### src/rtl/cal_eep_spi_responder_pkg.sv
// Shared types and frame constants for the calibration-EEPROM SPI responder.
package cal_eep_pkg;

  typedef enum logic [1:0] {IDLE, SHIFT, DECODE} state_t;

  localparam logic [1:0] OP_WR      = 2'b01;
  localparam logic [1:0] OP_RD      = 2'b00;
  localparam int         FRAME_BITS = 16;
  localparam logic [4:0] CNT_SAT    = 5'd17;

  function automatic logic [15:0] rd_frame(input logic [7:0] data);
    return {8'h00, data};
  endfunction

endpackage

### src/rtl/cal_eep_spi_responder_if.sv
// SPI wires between the command/config master and the calibration-store responder.
interface cal_eep_spi_responder_if;
  logic SS_n;
  logic SCLK;
  logic MOSI;
  logic MISO;

  modport master (output SS_n, SCLK, MOSI, input MISO);
  modport slave  (input SS_n, SCLK, MOSI, output MISO);
endinterface

### src/rtl/cal_eep_spi_responder_sync_edge.sv
// Multi-flop synchronizer for one async input with rise/fall pulses in the clk domain.
module spi_sync_edge #(
  parameter int STAGES = 2
) (
  input  logic clk,
  input  logic rst,
  input  logic din,
  output logic q,
  output logic rise,
  output logic fall
);

  logic [STAGES-1:0] sync;
  logic              prev;

  always_ff @(posedge clk) begin
    if (rst) begin
      sync <= '0;
      prev <= 1'b0;
    end else begin
      sync <= {sync[STAGES-2:0], din};
      prev <= sync[STAGES-1];
    end
  end

  assign q    = sync[STAGES-1];
  assign rise = q & ~prev;
  assign fall = ~q & prev;

endmodule

### src/rtl/cal_eep_spi_responder.sv
// SPI mode-0 target holding the 64x8 calibration store; 16-bit write/read frames,
// read data returned on the following frame.
module cal_eep_spi_responder
  import cal_eep_pkg::*;
#(
  parameter int         ADDR_W      = 6,
  parameter int         SYNC_STAGES = 2,
  parameter logic [7:0] INIT_VAL    = 8'h00
) (
  input  logic                    clk,
  input  logic                    rst,
  cal_eep_spi_responder_if.slave  spi,
  output logic                    wr_done,
  output logic                    frame_err,
  output logic                    rd_valid
);

  localparam int DEPTH = 2 ** ADDR_W;

  // Select is synchronised active-high so every synchronizer resets to 0 (idle).
  logic [2:0] raw, lvl, rise, fall;
  assign raw = {~spi.SS_n, spi.SCLK, spi.MOSI};

  for (genvar g = 0; g < 3; g++) begin : g_sync
    spi_sync_edge #(.STAGES(SYNC_STAGES)) u_sync (
      .clk  (clk),
      .rst  (rst),
      .din  (raw[g]),
      .q    (lvl[g]),
      .rise (rise[g]),
      .fall (fall[g])
    );
  end

  logic sel, ss_fall, ss_rise, sclk_rise, sclk_fall, mosi;
  assign sel       = lvl[2];
  assign ss_fall   = rise[2];
  assign ss_rise   = fall[2];
  assign sclk_rise = rise[1];
  assign sclk_fall = fall[1];
  assign mosi      = lvl[0];

  logic unused_sync;
  assign unused_sync = &{lvl[1], rise[0], fall[0]};

  state_t              state;
  logic [4:0]          bit_cnt;
  logic [15:0]         rx_shft, tx_shft, tx_load;
  logic [7:0]          rd_data;
  logic                miso;
  logic                armed;
  logic [SYNC_STAGES:0] vld_pipe;
  logic [7:0]          mem [DEPTH];
  logic [ADDR_W-1:0]   addr;
  logic [1:0]          op;
  logic                len_ok;

  assign addr    = rx_shft[8 +: ADDR_W];
  assign op      = rx_shft[15:14];
  assign len_ok  = (bit_cnt == 5'(FRAME_BITS));
  assign tx_load = rd_valid ? rd_frame(rd_data) : 16'h0000;

  assign wr_done   = (state == DECODE) && len_ok && (op == OP_WR);
  assign frame_err = (state == DECODE) && (!len_ok || op[1]);
  assign spi.MISO  = miso;

  always_ff @(posedge clk) begin
    if (rst) begin
      state    <= IDLE;
      bit_cnt  <= '0;
      rx_shft  <= '0;
      tx_shft  <= '0;
      rd_data  <= 8'h00;
      rd_valid <= 1'b0;
      miso     <= 1'b0;
      armed    <= 1'b0;
      vld_pipe <= '0;
      for (int i = 0; i < DEPTH; i++) mem[i] <= INIT_VAL;
    end else begin
      // Until the synchronizers refill after reset and SS_n is seen high,
      // a low select belongs to an aborted frame and must not start a new one.
      vld_pipe <= {vld_pipe[SYNC_STAGES-1:0], 1'b1};
      if (vld_pipe[SYNC_STAGES] && !sel) armed <= 1'b1;

      case (state)
        IDLE: begin
          miso <= 1'b0;
          if (ss_fall && armed) begin
            state    <= SHIFT;
            tx_shft  <= tx_load;
            miso     <= tx_load[15];
            bit_cnt  <= '0;
            rx_shft  <= '0;
            rd_valid <= 1'b0;
          end
        end
        SHIFT: begin
          if (sclk_rise) begin
            rx_shft <= {rx_shft[14:0], mosi};
            if (bit_cnt != CNT_SAT) bit_cnt <= bit_cnt + 5'd1;
          end
          if (sclk_fall) begin
            tx_shft <= {tx_shft[14:0], 1'b0};
            miso    <= tx_shft[14];
          end
          if (ss_rise) begin
            state <= DECODE;
            miso  <= 1'b0;
          end
        end
        DECODE: begin
          state <= IDLE;
          miso  <= 1'b0;
          if (len_ok) begin
            if (op == OP_WR) begin
              mem[addr] <= rx_shft[7:0];
              rd_valid  <= 1'b0;
            end else if (op == OP_RD) begin
              rd_data  <= mem[addr];
              rd_valid <= 1'b1;
            end else begin
              rd_valid <= 1'b0;
            end
          end
        end
        default: state <= IDLE;
      endcase
    end
  end

endmodule
### src/flat_wrapper.sv
// flat-port wrapper written by rule: the top's interface ports become plain ports
module cal_eep_spi_responder_flat import cal_eep_pkg::*;
#(
  parameter int         ADDR_W      = 6,
  parameter int         SYNC_STAGES = 2,
  parameter logic [7:0] INIT_VAL    = 8'h00
)
  (clk, rst, wr_done, frame_err, rd_valid, spi_SS_n, spi_SCLK, spi_MOSI, spi_MISO);
  cal_eep_spi_responder_if spi_i ();
  input  logic clk;
  input  logic rst;
  output logic wr_done;
  output logic frame_err;
  output logic rd_valid;
  input wire logic [$bits(spi_i.SS_n)-1:0] spi_SS_n;
  input wire logic [$bits(spi_i.SCLK)-1:0] spi_SCLK;
  input wire logic [$bits(spi_i.MOSI)-1:0] spi_MOSI;
  output wire logic [$bits(spi_i.MISO)-1:0] spi_MISO;
  assign spi_i.SS_n = spi_SS_n;
  assign spi_i.SCLK = spi_SCLK;
  assign spi_i.MOSI = spi_MOSI;
  assign spi_MISO = spi_i.MISO;
  cal_eep_spi_responder #(.ADDR_W(ADDR_W), .SYNC_STAGES(SYNC_STAGES), .INIT_VAL(INIT_VAL)) u_core (.clk(clk), .rst(rst), .spi(spi_i), .wr_done(wr_done), .frame_err(frame_err), .rd_valid(rd_valid));
endmodule
### config.mk
export PLATFORM = sky130hd
export DESIGN_NAME = cal_eep_spi_responder_flat
export DESIGN_NICKNAME = d
export VERILOG_FILES = /design/src/rtl/cal_eep_spi_responder_pkg.sv /design/src/rtl/cal_eep_spi_responder_if.sv /design/src/rtl/cal_eep_spi_responder_sync_edge.sv /design/src/rtl/cal_eep_spi_responder.sv /design/src/flat_wrapper.sv
export SDC_FILE = /design/constraint.sdc
export NUM_CORES = 1
export LEC_CHECK = 0
export CAP_MARGIN = 20
export CORE_UTILIZATION = 60
export CTS_BUF_LIST = sky130_fd_sc_hd__clkbuf_8
export CTS_CLUSTER_DIAMETER = 150
export DETAILED_ROUTE_END_ITERATION = 8
export MAX_ROUTING_LAYER = met4
export PLACE_DENSITY = 0.86
export SLEW_MARGIN = 0
export SYNTH_ARGS = -nofsm -noshare
export SYNTH_HDL_FRONTEND = slang
export SYNTH_SLANG_ARGS = --single-unit
### constraint.sdc
create_clock -name clk -period 3.5 [get_ports clk]
set_input_delay 1.05 -clock clk [delete_from_list [all_inputs] [get_ports clk]]
set_output_delay 1.05 -clock clk [all_outputs]
set_load 0.05 [all_outputs]
-- Word-level counts from Yosys, hierarchy flattened
Memories as Yosys holds them, arrays and structs flattened. A register that Yosys moved wholly into a read port is not among the register bits.
Index checks and enable logic that the tools add are counted.
- bits in registers: 52
- bits in writable memories: 512
- output and inout port bits: 4
- word-level logic and storage cells: 93
- memories: 1
- add/sub/neg operators: 1
- equal/unequal tests: 12
- muxes and demuxes: 34
- bitwise gates (word level): 10
- reduce and logical (&&, ||, !) cells: 21
- memory list (memory ; words ; bits a word ; rd ports ; clocked after Yosys merged registers in ; write ports ; RTL line ; text):
    u_core.mem ; 64 ; 8 ; 1 ; 1 ; 64 ; cal_eep_spi_responder.sv:53 ; logic [7:0] mem [DEPTH];
- operators by type and width (operator ; number):
    $mux 16 ; 2
    $pmux 16 s2 ; 1
    $mux 15 ; 2
    $pmux 15 s2 ; 1
    $mux 1 ; 16
    $mux 8 ; 2
    $mux 5 ; 3
    $pmux 5 s2 ; 1
    $reduce_and 3->1 ; 3
    $reduce_and 4->1 ; 2
    $reduce_or 8->1 ; 1
    $mux 6 ; 1
    $ne 2x1->1 const B ; 3
    $ne 2x2->1 const B ; 3
    $not 1->1 ; 6
    $add 5x1->5 const B ; 1
    $eq 5x5->1 const B ; 1
    $logic_and 1x1->1 ; 5
    $ne 5x5->1 const B ; 1
    $and 1x1->1 ; 4
    $eq 2x1->1 const B ; 2
    $logic_not 2->1 ; 2
    $mux 2 ; 2
    $pmux 2 s2 ; 1
    9 further kinds ; 12

-- Depth between registers and ports, before layout
Gate-level depths: netlist of run 1.
- word-level depth: 8
- mapped depth: 10
- gate-level depth less buffers: 8

-- Modules after synthesis
From an unflattened synthesis of run 1, not the netlist that was laid out.
- cells, all modules: 2058
- area total of the unflattened synthesis: 26336.5 sq um
- modules (own cells, without submodules) (module ; times used ; cells an instance ; area each (sq um) ; sequential area each (sq um)):
    cal_eep_spi_responder ; 1 ; 2034 ; 26062.5 ; 16415.7
    spi_sync_edge ; 3 ; 8 ; 91.3 ; 60.1

-- Worst setup path before layout of run 1
Ideal clock, no wire load.
- path kind: input to register
- start point: input port rst
- end point: memory u_core.mem[48][0], enable pin
- library setup time: 0.384 ns
- data arrival time: 2.593 ns
- data required time: 3.116 ns
- path slack: 0.523 ns
- stages on the path: 5
- cell sequence: clkbuf_1 nor4_2 nand2_1 buf_2 o21ai_0
- RTL lines (element ; RTL line ; text):
    start, declared ; flat_wrapper.sv:11 ; input logic rst;
    end, declared ; cal_eep_spi_responder.sv:53 ;

-- Worst setup path after layout of run 1
- start point: register u_core.bit_cnt[0]
- end point: output port wr_done
- longest elaborated chain between the ends: 3
- RTL lines (element ; RTL line ; text):
    start, declared ; cal_eep_spi_responder.sv:47 ; logic [4:0] bit_cnt;
    start signal, assigned ; cal_eep_spi_responder.sv:100 ; if (bit_cnt != CNT_SAT) bit_cnt <= bit_cnt + 5'd1;
    $eq 5x5->1 ; cal_eep_spi_responder.sv:60 ; assign len_ok = (bit_cnt == 5'(FRAME_BITS));
    $logic_and 1x1->1 (2 in a row) ; cal_eep_spi_responder.sv:63 ; assign wr_done = (state == DECODE) && len_ok && (op == OP_WR);
    end, declared ; flat_wrapper.sv:12 ; output logic wr_done;
No other way between the ends.

==> summary.md, run 1 <==
| Metric | Value |
|---|---|
| Outcome | `complete, no violations` |
| Clock sink count | `572` |
| Crit end category | `primary output` |
| Synthesized Nets | `2012` |
| Wire length per cell | `25.1 µm` |
| DRC Markers | `0` |
| Clock Tree Buf Depth | `3` |
| Root buf cell | `clkbuf_8` |
| Area occupied by registers | `0.0166 mm²` |
| Area Growth Syn to Fin | `10.9%` |
| PwrDens | `453 mW/mm²` |
| First-pass GRT wire length | `104000 µm` |
| Die Area | `0.0446 mm²` |
| Endpoints failing hold | `0` |
| Ant. Diodes | `0` |
| Busiest grt layer | `met2` |
| Number of global-route vias before repair | `17400` |
| Post-synth EDFFs | `512` |
| Post-CTS setup buffer count | `0` |
| Async SR Flop Fraction | `0` |
| GR Util met3 | `0.0767` |
| Drt pass-1 iters | `6` |
| Register area share after synthesis | `0.631` |
| Routability cong. | `0.968` |
| Final Setup Violations | `0` |
| Yosys warns | `0` |
| Port Buffers | `8` |
| Largest net degree at the start of global routing | `80` |
| Synth cell types | `70` |
| Hold buffers post-CTS | `0` |
| Worst-path fanout max | `5` |
| Initial DRC count | `2615` |
| # fillers | `2899` |
| Fin Setup TNS | `0 ns` |
| Grt total ovfl | `0` |
| Initial core utilization | `0.609` |
| Syn Std Cell Area | `0.0263 mm²` |
| GR Util met1 | `0.410` |
| H-tree levels | `3` |
| FF+latch count, synth | `572` |
| Multi-input logic area | `0.00894 mm²` |
| Worst-Margin Slew | `1.15 ns` |
| Data required, critical path | `2.45 ns` |
| Via density | `6.37` |
| Height of the die | `211 µm` |
| Worst Hold Class | `reg2reg` |
| Via count | `17500` |
| Leading cell types in the layout, fill and taps excluded | `518 x and2_1, 512 x edfxtp_1, 138 x buf_4` |
| Fraction of layout cells with a size suffix above 1 | `0.181` |
| Die X | `211 µm` |
| Final period util | `0.959` |
| CP Launch Type | `flop` |
| CORE AREA | `0.0432 mm²` |
| Final ANT Viol Nets | `0` |
| Fin area | `0.0291 mm²` |
| Final WL | `68800 µm` |
| Syn avg cell area | `13.1 µm²` |
| Max cap viols | `0` |
| P_leak | `10.3 nW` |
| F_max | `298 MHz` |
| RSZ-0062 raised after global routing | `no` |
| Commonest non-fill, non-tap cell in the layout | `and2_1` |
| WS Path Type | `reg2out` |
| Dpl hpwl | `43100 µm` |
| Placed inst area | `0.0275 mm²` |
| Relative slew slack | `0.231` |
| Number of buffers created by CTS | `90` |
| Worst-skew pair later-pin latency | `0.70 ns` |
| Max-slew violation count | `0` |
| Clock transition at the registers of the reported paths | `0.07 ns` |
| FP Rows | `76` |
| Main synth FF type | `edfxtp_1` |
| Met2 GRT Util | `0.496` |
| Clk_skew | `0.0383 ns` |
| Maximum vdd drop | `0.000297 V` |
| Critical Path AT | `2.31 ns` |
| Final Critical Period | `3.36 ns` |
| Initial antenna violation count | `0` |
| CTS tree | `yes` |
| Nets | `2091` |
| Tot GR Track Use | `0.326` |
| Hold slack | `0.451 ns` |
| I/O Pins | `9` |
| Total chip power | `13.2 mW` |
| Post-Synthesis Cells | `2004` |
## final cells by class
class	count	share of cell area
Timing Repair Buffer	152	0.0422
Inverter	10	0.00129
Tap cell	585	0.0251
Multi-Input combinational cell	1257	0.307
Clock inverter	73	0.0118
Clock buffer	92	0.0434
Sequential cell	572	0.569
## registers in the layout, indices dropped and copies added, names as in the netlist
register / flops
u_core.rx_shft: 16
u_core.armed: 1
u_core.state: 2
u_core.g_sync.u_sync.prev: 2
u_core.tx_shft: 15
u_core.mem: 512
u_core.rd_data: 8
u_core.spi.MISO: 1
u_core.bit_cnt: 5
u_core.rd_valid: 1
u_core.g_sync.u_sync.sync: 6
u_core.vld_pipe: 3
## path summary, 6_finish.rpt
kind                                          from                 end  slack, ns  cells after the start
worst min register to register  u_core.vld_pipe[1]  u_core.vld_pipe[2]       0.45                      1
worst max-delay path             u_core.bit_cnt[0]             wr_done       0.14                      6
worst min-delay path            u_core.vld_pipe[1]  u_core.vld_pipe[2]       0.45                      1
worst max register to register   u_core.rx_shft[8]   u_core.mem[26][4]       0.61                      5
## critical path: stages, from the launching register on
cell and delay [ns]:
dfxtp_1 0.36, inv_1 0.10, ha_1 0.16, nand4bb_1 0.20, or2_4 0.32, nor2_1 0.10, clkdlybuf4s15_2 0.37
## per-layer routing
metal / share of wire / vias to the layer above
li1: - / 7509
met5: 0 / -
met2: 0.47 / 1274
met4: 0.054 / 0
met1: 0.35 / 8415
met3: 0.12 / 265
## cells in the mapped netlist, types with 4 or more instances
master    instances  area share
o221ai_1          4      0.0013
edfxtp_1        512        0.59
buf_1             4     0.00057
nor3_1           13      0.0025
nor2_2           14      0.0033
mux2_2           27       0.012
o21a_1            4      0.0011
dfxtp_1          60       0.046
nor2_1          105       0.015
a221oi_1         51       0.017
and3_1            7      0.0017
mux2i_1          50       0.019
buf_4             8      0.0023
a311oi_1          7      0.0023
nand3_1          40      0.0076
nand2_1          65      0.0093
buf_2            46      0.0088
a31oi_1          10      0.0024
o211ai_1          4      0.0011
o22ai_1          11      0.0026
inv_1             8      0.0011
o21ai_0          90       0.017
a211oi_1          5      0.0014
a22oi_1          16      0.0046
nor2b_1          17      0.0040
a22o_1           11      0.0037
nor4_1            4     0.00095
mux4_2           62       0.053
and2_1          518        0.12
buf_6             4      0.0017
a21oi_1          51      0.0097
clkbuf_1        103       0.015
nand2b_1         10      0.0024
## power by group
part	switching, mW	internal [mW]	total, mW
combinational	0.215	0.134	0.349
clock	2.64	2.53	5.17
sequential	0.0740	7.62	7.69
## per-stage QoR
stage | util | setup WS, ns | std cells
floorplan | - | 0.523 | 2004
global placement | 0.638 | 0.491 | 2576
detailed placement | 0.638 | 0.430 | 2576
CTS | 0.675 | 0.124 | 2741
global route | 0.675 | 0.0839 | 2741
finish | 0.675 | 0.144 | 2741
## cell families after synthesis
kind of cell	Yosys count	share of synthesized area
fa+ha+maj	3	0.00143
buf+inv	175	0.0295
compound gates	294	0.0751
mux	139	0.0838
xor+xnor	3	0.00100
flops	572	0.631
simple gates	818	0.178
## what timing repair did
item                                    4_1_cts  5_1_grt
endpoints found under the hold margin         0        0
endpoints found under the setup margin        2        0
resized for setup                             4        0
No activity file was read; power rests on OpenSTA's default activity.
==> run 2, diff against run 1 <==
--- a/config.mk
+++ b/config.mk
@@ -8,7 +8,6 @@
 export CAP_MARGIN = 20
 export CORE_UTILIZATION = 60
 export CTS_BUF_LIST = sky130_fd_sc_hd__clkbuf_8
-export CTS_CLUSTER_DIAMETER = 150
 export DETAILED_ROUTE_END_ITERATION = 8
 export MAX_ROUTING_LAYER = met4
 export PLACE_DENSITY = 0.86
==> results of run 2 <==
Final layout, timing and power as in run 1 (identical DEF).
